File: config.mk
export PLATFORM = sky130hd
export DESIGN_NAME = lsu_ctrl
export DESIGN_NICKNAME = d
export VERILOG_FILES = /design/src/rtl/lsu_pkg.sv /design/src/rtl/lane_unit.sv /design/src/rtl/lsu_ctrl.sv
export SDC_FILE = /design/constraint.sdc
export NUM_CORES = 1
export LEC_CHECK = 0
export ABC_CLOCK_PERIOD_IN_PS = 2900
export BUFFER_PORTS_ARGS = -buffer_cell sky130_fd_sc_hd__buf_2
export CORE_MARGIN = 1
export CORE_UTILIZATION = 53
export CTS_CLUSTER_DIAMETER = 30
export CTS_CLUSTER_SIZE = 14
export DETAILED_ROUTE_END_ITERATION = 8
export PLACE_DENSITY = 0.88
export SLEW_MARGIN = 20
export SYNTH_ARGS = -nofsm -noshare
export SYNTH_HDL_FRONTEND = slang
export SYNTH_SLANG_ARGS = --single-unit
File: constraint.sdc
create_clock -name clk -period 2.9 [get_ports clk]
set_clock_uncertainty 0.1 [all_clocks]
set_input_delay 0.29 -clock clk [delete_from_list [all_inputs] [get_ports clk]]
set_output_delay 0.29 -clock clk [all_outputs]
set_load 0.03 [all_outputs]
File: src/rtl/lsu_pkg.sv
// Shared constants for the load/store unit: FSM state encoding, the default
// memory timeout and the byte-lane indices used by the lane unit.
package lsu_pkg;

    localparam int TIMEOUT_CYC_DEF = 16;

    localparam logic [1:0] ST_IDLE = 2'd0;
    localparam logic [1:0] ST_RD   = 2'd1;
    localparam logic [1:0] ST_WR   = 2'd2;
    localparam logic [1:0] ST_DONE = 2'd3;

    localparam logic [1:0] LANE0 = 2'd0;  // bits [7:0]
    localparam logic [1:0] LANE1 = 2'd1;  // bits [15:8]
    localparam logic [1:0] LANE2 = 2'd2;  // bits [23:16]
    localparam logic [1:0] LANE3 = 2'd3;  // bits [31:24]

    // Memory is word-addressed on the bus; the byte offset never leaves the LSU.
    function automatic logic [31:0] word_align(input logic [31:0] a);
        return {a[31:2], 2'b00};
    endfunction

endpackage

File: src/rtl/lane_unit.sv
// Byte-lane helper: extracts one zero-extended byte from a memory word and
// builds the read-modify-write word with that byte replaced.
module lane_unit
    import lsu_pkg::*;
(
    input  logic [31:0] word,
    input  logic [1:0]  lane,
    input  logic [7:0]  wbyte,
    output logic [31:0] load_byte,
    output logic [31:0] merged
);

    // Select the lane for both the load path and the merge path.
    always_comb begin
        // NOTE: defaults before the case keep every output assigned on every
        // path, so no latch is inferred.
        load_byte = '0;
        merged    = word;
        case (lane)
            LANE0: begin load_byte = {24'b0, word[7:0]};   merged[7:0]   = wbyte; end
            LANE1: begin load_byte = {24'b0, word[15:8]};  merged[15:8]  = wbyte; end
            LANE2: begin load_byte = {24'b0, word[23:16]}; merged[23:16] = wbyte; end
            LANE3: begin load_byte = {24'b0, word[31:24]}; merged[31:24] = wbyte; end
            default: ;
        endcase
    end

endmodule

File: src/rtl/lsu_ctrl.sv
// Load/store controller between a CPU request port and a word-wide memory.
// Byte stores are done as read-modify-write. A phase that waits TIMEOUT_CYC
// cycles without mem_ack ends the access with err=1 and rdata=0. Stores
// return rdata=0. The byte-access input is named byte_acc because "byte" is
// a reserved word.
module lsu_ctrl
    import lsu_pkg::*;
#(
    parameter int TIMEOUT_CYC = TIMEOUT_CYC_DEF
) (
    input  logic        clk,
    input  logic        reset,
    input  logic        req,
    input  logic        we,
    input  logic        byte_acc,
    input  logic [31:0] addr,
    input  logic [31:0] wdata,
    output logic        done,
    output logic [31:0] rdata,
    output logic        err,
    output logic        busy,
    output logic        mem_req,
    output logic        mem_we,
    output logic [31:0] mem_addr,
    output logic [31:0] mem_wdata,
    input  logic [31:0] mem_rdata,
    input  logic        mem_ack
);

    localparam int            CW   = $clog2(TIMEOUT_CYC + 1);
    localparam logic [CW-1:0] LAST = CW'(TIMEOUT_CYC - 1);

    logic [1:0]    state;
    logic          we_q;
    logic          byte_q;
    logic [31:0]   addr_q;
    logic [31:0]   wword_q;   // store data; for byte stores becomes the merged word
    logic [CW-1:0] wait_cnt;
    logic [31:0]   rdata_q;
    logic          err_q;

    logic [31:0]   load_byte;
    logic [31:0]   merged;

    // Lane logic works on the live read word so the merge is ready at ack.
    lane_unit u_lane (
        .word      (mem_rdata),
        .lane      (addr_q[1:0]),
        .wbyte     (wword_q[7:0]),
        .load_byte (load_byte),
        .merged    (merged)
    );

    // Outputs decode straight from state so reset drops mem_req immediately.
    always_comb begin
        done      = (state == ST_DONE);
        busy      = (state != ST_IDLE);
        mem_req   = (state == ST_RD) || (state == ST_WR);
        mem_we    = (state == ST_WR);
        mem_addr  = word_align(addr_q);
        mem_wdata = wword_q;
        rdata     = rdata_q;
        err       = err_q;
    end

    // Access sequencing, operand capture, wait counting and result latching.
    always_ff @(posedge clk or negedge reset) begin
        // NOTE: state registers use non-blocking assignments so every
        // register sees the pre-edge values of the others.
        if (!reset) begin
            state    <= ST_IDLE;
            we_q     <= 1'b0;
            byte_q   <= 1'b0;
            addr_q   <= '0;
            wword_q  <= '0;
            wait_cnt <= '0;
            rdata_q  <= '0;
            err_q    <= 1'b0;
        end else begin
            case (state)
                ST_IDLE: begin
                    if (req) begin
                        we_q     <= we;
                        byte_q   <= byte_acc;
                        addr_q   <= addr;
                        wword_q  <= wdata;
                        wait_cnt <= '0;
                        state    <= (we && !byte_acc) ? ST_WR : ST_RD;
                    end
                end
                ST_RD: begin
                    if (mem_ack) begin
                        wait_cnt <= '0;
                        if (we_q) begin
                            wword_q <= merged;
                            state   <= ST_WR;
                        end else begin
                            rdata_q <= byte_q ? load_byte : mem_rdata;
                            err_q   <= 1'b0;
                            state   <= ST_DONE;
                        end
                    end else begin
                        wait_cnt <= wait_cnt + 1'b1;
                        if (wait_cnt == LAST) begin
                            rdata_q <= '0;
                            err_q   <= 1'b1;
                            state   <= ST_DONE;
                        end
                    end
                end
                ST_WR: begin
                    if (mem_ack) begin
                        rdata_q <= '0;
                        err_q   <= 1'b0;
                        state   <= ST_DONE;
                    end else begin
                        wait_cnt <= wait_cnt + 1'b1;
                        if (wait_cnt == LAST) begin
                            rdata_q <= '0;
                            err_q   <= 1'b1;
                            state   <= ST_DONE;
                        end
                    end
                end
                ST_DONE: state <= ST_IDLE;
                default: state <= ST_IDLE;
            endcase
        end
    end

endmodule

==> impl_metrics.ini <==
[setup_path]
worst_path_largest_cell_delay_ns = 0.55
critical_path_launch_point_type = register
critical-path-top-delay-family = simple AND/OR/NAND/NOR gates
crit_buf_inv = 2
worst_setup_path_end_kind = register
setup.worst_path.class = register to register
worst-endpoint-required_ns = 3.07
crit_fanout = 25
critical_path.cell_chain = inv_1, ha_1, buf_4, mux2i_2, or2_1, o31ai_1
crit_arrival_ns = 2.70
crit_path_top_delay_cell = or2_1

[timing]
finalWorstSetupSlack_ns = 0.368
relSlewSlack = 0.420
setup_viol = 0
max_slew.worst_pin.slew_ns = 0.870
setup-tns-final_ns = 0
rsz0062_at_grt = false
post-route-min-period_ns = 2.53
maxSlewViolCount = 0
fmax_mhz = 395
fin_hold_ws_ns = 0.0407
finalHoldViolCount = 0
post-route-period-util = 0.873

[job]
timing.max_cap.violations = 0

[clock_network]
path_clk_slew_ns = 0.10
clk_root_buffer_cell = clkbuf_8
clk_lat_worst_skew_ns = 0.37
cts_tree = built
cts_buffers = 9
ctsLongestPathBuffers = 2
h-tree-depth = 3
clock-sinks = 106

[cells_and_area]
area_delta_synth_final_pct = 20.0
num-nets-final = 733
regArea_um2 = 2650
num_antenna_cells = 0
layout-drive-gt1-share = 0.459
multi_input_area_um2 = 2240
post_layout_nonfiller_instances = 762
nFillCells = 768

[die]
core.rowCount = 36
fp.dieW_um = 102
fp.coreArea_um2 = 9770
dieHeight_um = 102
top_level_ports = 203
die_area_um2 = 10500
initial_cell_density_of_the_core = 0.546

[logic_synthesis]
synth_seq_cells = 106
synth_enable_flop_cells = 0
netlist_instances = 468
yosysTopAreaCellShare = 0.497
synth_cell_type_count = 42
netlist_top_cells_count = dfrtp_1 (106), mux2_2 (58), buf_4 (36), o21ai_0 (33), nor2_1 (28)
asyncSetResetFlopFracSynth = 1.00
syn-mean-instance-area_um2 = 11.4
ys.warnings.count = 0
yosys-top-cells-area = dfrtp_1 (50%), mux2_2 (12%), buf_4 (5.1%)
post-synth-top-area-cell = dfrtp_1
synth_area_um2 = 5340
synth.yosys.seq_area_share = 0.497
yosys_most_used_dff = dfrtp_1
synth.most_common_cell = dfrtp_1

[placed_design]
dpl_worst_slack_ns = 0.466
place.detailed.hpwl_mm = 11.0
place.gp.congestion = 0.923
numPlacedInstances = 745
io_buffers = 200

[global_routing]
grt_remaining_overflow = 0
largest_net_degree_at_the_start_of_global_routing = 59
grt_pass1_wl_mm = 22.3
grt_use_total = 0.283
grt_pass1_vias = 4274
grt_antenna_before_repair = 0

[route]
drt-vias-per-instance = 5.89
wirelength_mm = 14.8
total_vias_in_the_final_route = 4489
drt_first_pass_iters = 5
routed_antenna_nets = 0
detail_route.wl_per_cell_um = 19.4
detail_route.drc_violations = 0
first_iter_violations = 221

[power]
powerDensity_nw_per_um2 = 1310
ir_drop_mv = 0.754
finalPower_mw = 8.36
power.static_leakage_nw = 3.17

[status]
outcome = completed

[hold_path]
hold_path.class = input pin to register
[cell usage in the layout (no fill, tap or decap), types with 8 or more instances in the layout]
cell and n:
buf_4 9, clkbuf_8 10, o31ai_1 26, dfrtp_1 106, inv_1 9, mux2_2 58
buf_2 199, nor2_1 28, a211oi_1 24, o22ai_1 8, and3b_1 16, and3_1 8
a22o_1 24, o2bb2ai_1 8, o21ai_0 33
[logic make-up after synthesis]
kind of cell	Yosys count	share of synthesized area
AO/OA/AOI/OAI	141	0.192
adder cells (fa/ha/maj)	7	0.0164
buffers and inverters	77	0.0849
flip-flops	106	0.497
multiplexers	60	0.127
other	1	0.000703
AND/OR/NAND/NOR	76	0.0820
[registers in the layout (all words and copies together) (netlist names)]
register   count
addr_q        32
mem_wdata     32
rdata         32
wait_cnt       5
state          2
byte_q         1
err            1
we_q           1
[path summary, 6_finish.rpt]
| path | start | endpoint | slack [ns] | depth (start not counted) |
|---|---|---|---|---|
| setup / recovery | state[1] | mem_wdata[29] | 0.37 | 6 |
| hold / removal | addr[29] | addr_q[29] | 0.04 | 2 |
| setup reg to reg | state[1] | mem_wdata[29] | 0.37 | 6 |
| hold reg to reg | rdata[4] | rdata[4] | 0.40 | 1 |
| max in group asynchronous | reset | addr_q[24] | 1.60 | 3 |
| min in group asynchronous | reset | rdata[27] | 0.37 | 2 |
[where the power goes]
part	switching, mW	total [mW]	internal (mW)
logic	3.00	4.67	1.67
registers	0.593	2.77	2.18
clock network	0.494	0.915	0.421
total	4.09	8.36	4.27
[layer usage]
metal / track usage / vias to the layer above / part of all wire / wire length, µm
li1: - / 1999 / - / -
met1: 0.379 / 2187 / 0.41 / 6100
met2: 0.441 / 266 / 0.47 / 6970
met3: 0.0643 / 37 / 0.086 / 1270
met4: 0.129 / 0 / 0.028 / 420
met5: 0 / - / 0 / 0
[layout make-up]
class                      instances  share of cell area
tap                              133              0.0260
timing repair buffer             211               0.174
sequential                       106               0.414
clock buffer                      11              0.0221
multi-input combinational        286               0.350
inverter                          10             0.00586
clock inverter                     5             0.00840
[through the flow]
stage / util / area, µm²
floorplan: - / 5340
global placement: 0.634 / 6200
detailed placement: 0.634 / 6200
CTS: 0.655 / 6400
global route: 0.655 / 6400
finish: 0.655 / 6400
[what timing repair did]
item,CTS,global route
hold endpoints to repair,48,0
resized for setup,0,0
hold buffers,1,0
setup buffers,0,0
Note: power is estimated with default switching activity, not from simulation.
